## config.mk

```make
export PLATFORM = sky130hd
export DESIGN_NAME = lc2k_reg_file
export DESIGN_NICKNAME = d
export VERILOG_FILES = /design/src/rtl/lc2k_pkg.sv /design/src/rtl/lc2k_scoreboard.sv /design/src/rtl/lc2k_reg_file.sv
export SDC_FILE = /design/constraint.sdc
export NUM_CORES = 1
export LEC_CHECK = 0
export ABC_AREA = 0
export BUFFER_PORTS_ARGS = -buffer_cell sky130_fd_sc_hd__buf_2
export CAP_MARGIN = 20
export CORE_UTILIZATION = 45
export DETAILED_ROUTE_END_ITERATION = 8
export MAX_ROUTING_LAYER = met4
export PLACE_DENSITY = 0.76
export SYNTH_ARGS = -nofsm -noshare
export SYNTH_HDL_FRONTEND = slang
export SYNTH_HIERARCHICAL = 1
export SYNTH_SLANG_ARGS = --single-unit
```

## constraint.sdc

```tcl
create_clock -name clk -period 11.45 [get_ports clk]
set_input_delay 2.8625 -clock clk [delete_from_list [all_inputs] [get_ports clk]]
set_output_delay 2.8625 -clock clk [all_outputs]
set_load 0.02 [all_outputs]
```

## src/rtl/lc2k_pkg.sv

```systemverilog
// ============================================================================
// lc2k_pkg
// Shared LC2K register-file constants and types.
// Revision: 1.0
// ============================================================================
`default_nettype none

package lc2k_pkg;

  localparam int DATA_W   = 32;
  localparam int NUM_REGS = 8;
  localparam int ADDR_W   = 3;

  typedef logic [ADDR_W-1:0] reg_idx_t;
  typedef logic [DATA_W-1:0] word_t;

endpackage

`default_nettype wire

```

## src/rtl/lc2k_scoreboard.sv

```systemverilog
// ============================================================================
// lc2k_scoreboard
// Per-register busy bits for in-flight writes, with per-port busy lookup.
// Revision: 1.0
// ============================================================================
`default_nettype none

module lc2k_scoreboard
  import lc2k_pkg::*;
#(
  parameter int NUM_REGS = lc2k_pkg::NUM_REGS,
  parameter int ADDR_W   = lc2k_pkg::ADDR_W
) (
  input  logic              clk,
  input  logic              rst,
  input  logic              claim_en,
  input  logic [ADDR_W-1:0] claim_reg,
  input  logic              wr_en,
  input  logic [ADDR_W-1:0] write_reg,
  input  logic [ADDR_W-1:0] regA,
  input  logic [ADDR_W-1:0] regB,
  output logic              busy_a,
  output logic              busy_b
);

  logic [NUM_REGS-1:0] r_busy;
  logic [NUM_REGS-1:0] w_busy_nxt;

  // Clear before set, so a claim on the same edge as the write-back wins:
  // the claim belongs to the younger instruction.
  always_comb begin
    w_busy_nxt = r_busy;
    for (int i = 0; i < NUM_REGS; i++) begin
      if (wr_en && (write_reg == ADDR_W'(i))) begin
        w_busy_nxt[i] = 1'b0;
      end
      if (claim_en && (claim_reg == ADDR_W'(i))) begin
        w_busy_nxt[i] = 1'b1;
      end
    end
    w_busy_nxt[0] = 1'b0;
  end

  always_ff @(posedge clk or posedge rst) begin
    if (rst) begin
      r_busy <= '0;
    end else begin
      r_busy <= w_busy_nxt;
    end
  end

  assign busy_a = r_busy[regA];
  assign busy_b = r_busy[regB];

endmodule

`default_nettype wire

```

## src/rtl/lc2k_reg_file.sv

```systemverilog
// ============================================================================
// lc2k_reg_file
// LC2K architectural register file: one write port, two registered read
// ports, busy-scoreboard hazard stall. Optional same-cycle write-to-read
// forwarding is enabled by defining LC2K_REG_FILE_BYPASS_EN.
// Revision: 1.0
// ============================================================================
`default_nettype none

module lc2k_reg_file
  import lc2k_pkg::*;
#(
  parameter int DATA_W   = lc2k_pkg::DATA_W,
  parameter int NUM_REGS = lc2k_pkg::NUM_REGS,
  parameter int ADDR_W   = lc2k_pkg::ADDR_W
) (
  input  logic              clk,
  input  logic              rst,
  input  logic              rd_en,
  input  logic [ADDR_W-1:0] regA,
  input  logic [ADDR_W-1:0] regB,
  output logic              rd_valid,
  output logic [DATA_W-1:0] regA_val,
  output logic [DATA_W-1:0] regB_val,
  output logic              stall,
  input  logic              claim_en,
  input  logic [ADDR_W-1:0] claim_reg,
  input  logic              wr_en,
  input  logic [ADDR_W-1:0] write_reg,
  input  logic [DATA_W-1:0] write_data
);

  logic [DATA_W-1:0] r_regs [NUM_REGS];
  logic              r_rd_valid;
  logic [DATA_W-1:0] r_regA_val;
  logic [DATA_W-1:0] r_regB_val;

  logic              w_busy_a;
  logic              w_busy_b;
  logic              w_busy_a_eff;
  logic              w_busy_b_eff;
  logic [DATA_W-1:0] w_val_a;
  logic [DATA_W-1:0] w_val_b;
  logic              w_accept;

  lc2k_scoreboard #(
    .NUM_REGS (NUM_REGS),
    .ADDR_W   (ADDR_W)
  ) u_scoreboard (
    .clk       (clk),
    .rst       (rst),
    .claim_en  (claim_en),
    .claim_reg (claim_reg),
    .wr_en     (wr_en),
    .write_reg (write_reg),
    .regA      (regA),
    .regB      (regB),
    .busy_a    (w_busy_a),
    .busy_b    (w_busy_b)
  );

  // Register 0 is never written, so it stays at its reset value of zero.
  always_ff @(posedge clk or posedge rst) begin
    if (rst) begin
      for (int i = 0; i < NUM_REGS; i++) begin
        r_regs[i] <= '0;
      end
    end else if (wr_en && (write_reg != '0)) begin
      r_regs[write_reg] <= write_data;
    end
  end

`ifdef LC2K_REG_FILE_BYPASS_EN
  logic w_fwd_a;
  logic w_fwd_b;
  logic w_reclaim_a;
  logic w_reclaim_b;

  assign w_fwd_a     = wr_en && (write_reg == regA) && (regA != '0);
  assign w_fwd_b     = wr_en && (write_reg == regB) && (regB != '0);
  assign w_reclaim_a = claim_en && (claim_reg == regA);
  assign w_reclaim_b = claim_en && (claim_reg == regB);

  // A write-back landing this cycle satisfies the hazard, unless a younger
  // instruction re-claims the same register on the same edge.
  assign w_busy_a_eff = w_busy_a && !(w_fwd_a && !w_reclaim_a);
  assign w_busy_b_eff = w_busy_b && !(w_fwd_b && !w_reclaim_b);
  assign w_val_a      = w_fwd_a ? write_data : r_regs[regA];
  assign w_val_b      = w_fwd_b ? write_data : r_regs[regB];
`else
  assign w_busy_a_eff = w_busy_a;
  assign w_busy_b_eff = w_busy_b;
  assign w_val_a      = r_regs[regA];
  assign w_val_b      = r_regs[regB];
`endif

  assign stall    = rd_en && (w_busy_a_eff || w_busy_b_eff);
  assign w_accept = rd_en && !stall;

  always_ff @(posedge clk or posedge rst) begin
    if (rst) begin
      r_rd_valid <= 1'b0;
      r_regA_val <= '0;
      r_regB_val <= '0;
    end else begin
      r_rd_valid <= w_accept;
      if (w_accept) begin
        r_regA_val <= w_val_a;
        r_regB_val <= w_val_b;
      end
    end
  end

  assign rd_valid = r_rd_valid;
  assign regA_val = r_regA_val;
  assign regB_val = r_regB_val;

endmodule

`default_nettype wire

```

==> After elaboration in Yosys (flattened, before gate mapping) <==
Index checks and enable logic that the tools add are counted.
{ "totals": {"register_bits": 328, "elab_cells": 96, "inputBits": 49} }
{ "op_classes": {"n_reduce_logical": 28, "eq_ne": 14, "mux": 27, "bitwise": 3, "magnitude_cmp": 6} }
{ "ops": {"columns": ["op", "count"], "rows": [
  ["256-bit bitwise mux", 1],
  ["32-bit binary-select mux with 3-bit select", 2],
  ["32-bit two-way mux", 5],
  ["32-bit demux with 3-bit select", 1],
  ["3-bit equality test, second input constant", 8],
  ["1-bit logical AND", 18],
  ["1-bit two-way mux", 16],
  ["2-bit nonzero test", 7],
  ["3-bit by 2-bit equality test with 1-bit output, second input constant", 4],
  ["4-bit greater-or-equal comparator, second input constant", 3],
  ["3-bit NOT with 4-bit output", 3],
  ["3-bit by 4-bit less-than comparator with 1-bit output, second input constant", 2],
  ["1-bit binary-select mux with 3-bit select", 2],
  ["3-bit by 1-bit equality test with 1-bit output, second input constant", 2],
  ["4-bit by 1-bit less-than comparator with 1-bit output, second input constant", 1],
  ["3-bit nonzero test", 1],
  ["1-bit zero test", 1],
  ["1-bit logical OR", 1]
]} }

==> Longest topological paths before layout <==
{ "logic_depth": {"depth_word": 6, "mapped_depth": 8, "mapped_depth_nobuf": 6} }

==> Modules after synthesis <==
Netlist, hierarchy kept.
{ "modules_own_cells": {"columns": ["module", "area_each_um2", "instances", "cells_each", "seq_area_each_um2"], "rows": [
  ["lc2k_reg_file", 16205.5, 1, 1204, 8032.7],
  ["lc2k_scoreboard", 419.2, 1, 44, 175.2]
]} }

==> Worst setup path before layout <==
OpenSTA, ideal clock, no wires.
{ "synth_timing": {"kind": "input -> output", "startpoint": "input port regB[0]", "endpoint": "output port stall", "n_path_buf": 0, "required_ps": 8588, "t_arrival_ps": 3705, "slack_ps": 4883, "cell_stages": 4, "path_cell_list": "mux4_2 -> nand2_1 -> o21ai_1 -> o21a_1"} }
{ "synth_between": {"elab_chain_len": 4} }
{ "synth_lines": {"columns": ["element", "line_no", "rtl"], "rows": [
  ["from (decl)", "lc2k_reg_file.sv:21", "input logic [ADDR_W-1:0] regB,"],
  ["1-bit binary-select mux with 3-bit select", "lc2k_scoreboard.sv:53", "assign busy_b = r_busy[regB];"],
  ["1-bit two-way mux (implied by the code)", "lc2k_scoreboard.sv:53", null],
  ["named net w_busy_b", "lc2k_reg_file.sv:39", "logic w_busy_b;"],
  ["1-bit logical OR", "lc2k_reg_file.sv:97", "assign stall = rd_en && (w_busy_a_eff || w_busy_b_eff);"],
  ["1-bit logical AND", "lc2k_reg_file.sv:97", null],
  ["to (decl)", "lc2k_reg_file.sv:25", "output logic stall,"]
]} }
The timed path passes the listed nets, and every way through them passes these cells. The select of a mux whose other input is x is not followed.

==> Worst setup path after layout <==
{ "layout_timing": {"startpoint": "input port regA[0]", "endpoint": "output port stall"} }
{ "layout_between": {"elab_chain_len": 4} }
{ "layout_lines": {"columns": ["element", "line_no", "rtl"], "rows": [
  ["from (decl)", "lc2k_reg_file.sv:20", "input logic [ADDR_W-1:0] regA,"],
  ["1-bit binary-select mux with 3-bit select", "lc2k_scoreboard.sv:52", "assign busy_a = r_busy[regA];"],
  ["1-bit two-way mux (implied by the code)", "lc2k_scoreboard.sv:52", null],
  ["named net w_busy_a", "lc2k_reg_file.sv:38", "logic w_busy_a;"],
  ["1-bit logical OR", "lc2k_reg_file.sv:97", null],
  ["1-bit logical AND", "lc2k_reg_file.sv:97", null]
]} }
The timed path passes the listed nets, and every way through them passes these cells. The select of a mux whose other input is x is not followed.

==> results by group <==
STA
  • Slew margin rel.: 24.2%
  • Final Skew: 0.0310 ns
  • Final period utilization: 65.1%
  • Max Clk Rate: 134 MHz
  • Minimum clock period: 7.46 ns
  • Worst slew pin tran: 1.13 ns
  • Final Max Slew Viols: 0
  • Setup TNS Final: 0 ns
  • Final setup viols: 0
  • Fin. Hold Viols: 0
  • RSZ-0062 raised after global routing: no

Clock network
  • CTS Root Cell: clkbuf_16
  • Setup bufs post-CTS: 0
  • Hold buffers post-CTS: 0
  • Htree depth: 2
  • Resize count post-CTS: 0
  • Clock Sinks: 328
  • Clock edge transition at the registers on the reported setup and hold paths: 0.06 ns
  • Clk buf depth: 3
  • Cts bufs inserted: 37
  • Clk Latency, worst-skew pair: 0.54 ns
  • CTS tree: done

Power
  • Sw Share: 30.8%
  • Sequential group share of total power: 44.0%
  • Int Power: 0.00255 W
  • Leak: 8.31 nW
  • Cell Pwr Density: 199 nW/um2
  • Switch Pwr: 0.00113 W
  • Clk pwr share: 31.1%
  • Total power: 0.00368 W
  • VDD IR max: 0.0000976 V
  • Gate power share: 24.9%

Floorplan
  • Io pins: 115
  • Total core area: 36500 um2
  • Row cnt: 70
  • Die Ht: 194 um
  • Die area: 37700 um2
  • Initial Util: 45.5%
  • Die Wd: 194 um

GRT
  • GRT overflow: 0
  • Antenna violations before repair: 3
  • GRT Util Overall: 21.8%
  • First-pass GRT wire length: 63.0 mm
  • Largest net degree at the start of global routing: 191
  • Vias in the first global route: 11100

Layout
  • Share of cells above drive strength 1: 44.9%
  • Fin nets: 1340
  • Highest-count cells in the layout ignoring fill and taps: mux2_2 (328), dfrtp_1 (328), mux2i_1 (129), buf_2 (112), nand2_1 (74)
  • Count of non-filler cells in the finished layout: 1789
  • Register Area: 8210 um2
  • Fillcell total: 3103
  • Area growth, synth to finish: 11.0%
  • Footprint of the multi-input gates: 7680 um2

Setup path
  • Critical Path AT: 4.59 ns
  • Bufs and invs on worst path: 2
  • Slowest library cell on the worst path: buf_6
  • Reg2reg setup slack: 8.38 ns
  • Crit-path max FO: 83
  • Largest stage delay, worst path: 0.64 ns
  • Top Family by Delay on Critical Path: buffers and inverters
  • Crit. End Element: output pin
  • WS Path Type: primary input to output pin
  • WP data required: 8.59 ns
  • Crit path cell chain: buf_6 -> mux4_2 -> nand2_1 -> o21ai_1 -> o21a_1 -> buf_2
  • Critical Path Start Type: primary input

Route
  • Routed len/inst: 22.1 um
  • Vias: 10500
  • DRC errors left: 0
  • ANT nets after route: 0
  • Post-Route WL: 39.5 mm
  • Detailed Routing Iterations Pass 1: 4
  • Initial DRC Count: 704
  • Vias per cell: 5.88

Place
  • Dpl cells: 1720
  • Gpl congestion: 0.786
  • Detailed Place HPWL: 22.4 mm
  • IO buf count: 114

Synth
  • Synth area leader: dfrtp_1
  • Syn Area/Cell: 13.3 um2
  • Post-synth cell types: 31
  • Post-Syn Area: 16600 um2
  • Share of the synthesized area in the top cell type: 49.4%
  • Main area contributors after synthesis: dfrtp_1 (49%), mux2_2 (22%), mux2i_1 (7.8%), o31ai_2 (4.7%), a22o_1 (3.4%)
  • Sequential element share of the synthesized area: 49.4%
  • Yosys reg bits: 328
  • Yosys synthesis warning count: 6
  • Instance count of the mapped netlist: 1248
  • Mapped Nets: 1297

Job
  • Max-cap check violation count: 0

Min path
  • Worst hold path type: register to register

Status
  • Status: complete, no violations
-- power groups by stage --
stage / Combinational, W / Sequential, W / Clock [W]
5_1_grt: 0.000996 / 0.00166 / 0.00121
6_report: 0.000917 / 0.00162 / 0.00114
3_3_place_gp: 0.000895 / 0.00162 / 0
2_1_floorplan: 0.000599 / 0.00169 / 0
4_1_cts: 0.000928 / 0.00162 / 0.00116
3_5_place_dp: 0.000922 / 0.00164 / 0
-- worst paths after layout --
kind,cells after the start,from,to
max in group asynchronous,4,rst,r_regs[171]$_DFFE_PP0P_
max,6,regA[0],stall
min,0,r_regs[236]$_DFFE_PP0P_,r_regs[236]$_DFFE_PP0P_
max reg2reg,7,u_scoreboard/r_busy[1]$_DFFE_PP0P_,regA_val[5]$_DFFE_PP0P_
min in group asynchronous,2,rst,u_scoreboard/r_busy[4]$_DFFE_PP0P_
min reg2reg,0,r_regs[236]$_DFFE_PP0P_,r_regs[236]$_DFFE_PP0P_
-- state kept, by name, summed over array words and instances (netlist names) --
register / cells
r_regs: 256
regA_val: 32
regB_val: 32
u_scoreboard/r_busy: 7
rd_valid: 1
-- logic make-up (layout without fill, tap and decap cells) --
kind of cell,count (synthesis),count (layout),share of synthesized area (%)
buffers and inverters,130,200,4.67
and+or+nand+nor,95,95,2.78
muxes,485,485,32.0
DFF,328,328,49.4
other,0,3,0
AOI/OAI and AO/OA,210,210,11.2
-- cells in the mapped netlist, drive strengths merged --
| master | number |
|---|---|
| o21a | 1 |
| nand2b | 8 |
| o22ai | 64 |
| nand4b | 3 |
| mux2i | 129 |
| nor3 | 1 |
| mux2 | 354 |
| nor2 | 2 |
| clkbuf | 59 |
| a22o | 64 |
| buf | 68 |
| o21ai | 14 |
| nor2b | 2 |
| or3b | 1 |
| nand2 | 74 |
| mux4 | 2 |
| inv | 3 |
| and4bb | 2 |
| and3b | 1 |
| o31ai | 66 |
| dfrtp | 328 |
| nand4 | 1 |
| a21oi | 1 |
-- layer usage --
| layer | GRT usage (%) | vias to the layer above | wire, um |
|---|---|---|---|
| li1 | - | 4728 | - |
| met1 | 26.7 | 5454 | 17000 |
| met2 | 36.5 | 248 | 19600 |
| met3 | 3.62 | 86 | 1660 |
| met4 | 7.82 | 0 | 1200 |
| met5 | - | - | 0 |
-- final cells by class --
| class | instances | share of cell area (%) |
|---|---|---|
| tap | 468 | 3.17 |
| clock inverter | 11 | 0.610 |
| timing repair buffer | 131 | 4.24 |
| sequential | 328 | 44.5 |
| clock buffer | 55 | 5.76 |
| multi-input combinational | 790 | 41.6 |
| antenna | 3 | 0.0407 |
| inverter | 3 | 0.0813 |
-- through the flow --
step                      hold WS [ns]  worst slack [ns]  cell area, um2  utilization, %
after floorplan                  0.449              4.31           16600               -
after global placement           0.384              3.94           17200            47.1
after detailed placement         0.388              3.94           17300            47.3
after CTS                        0.400              3.93           18500            50.5
after global routing             0.408              3.86           18500            50.5
final                            0.397              3.99           18500            50.5
No activity file was read; power rests on OpenSTA's default activity.
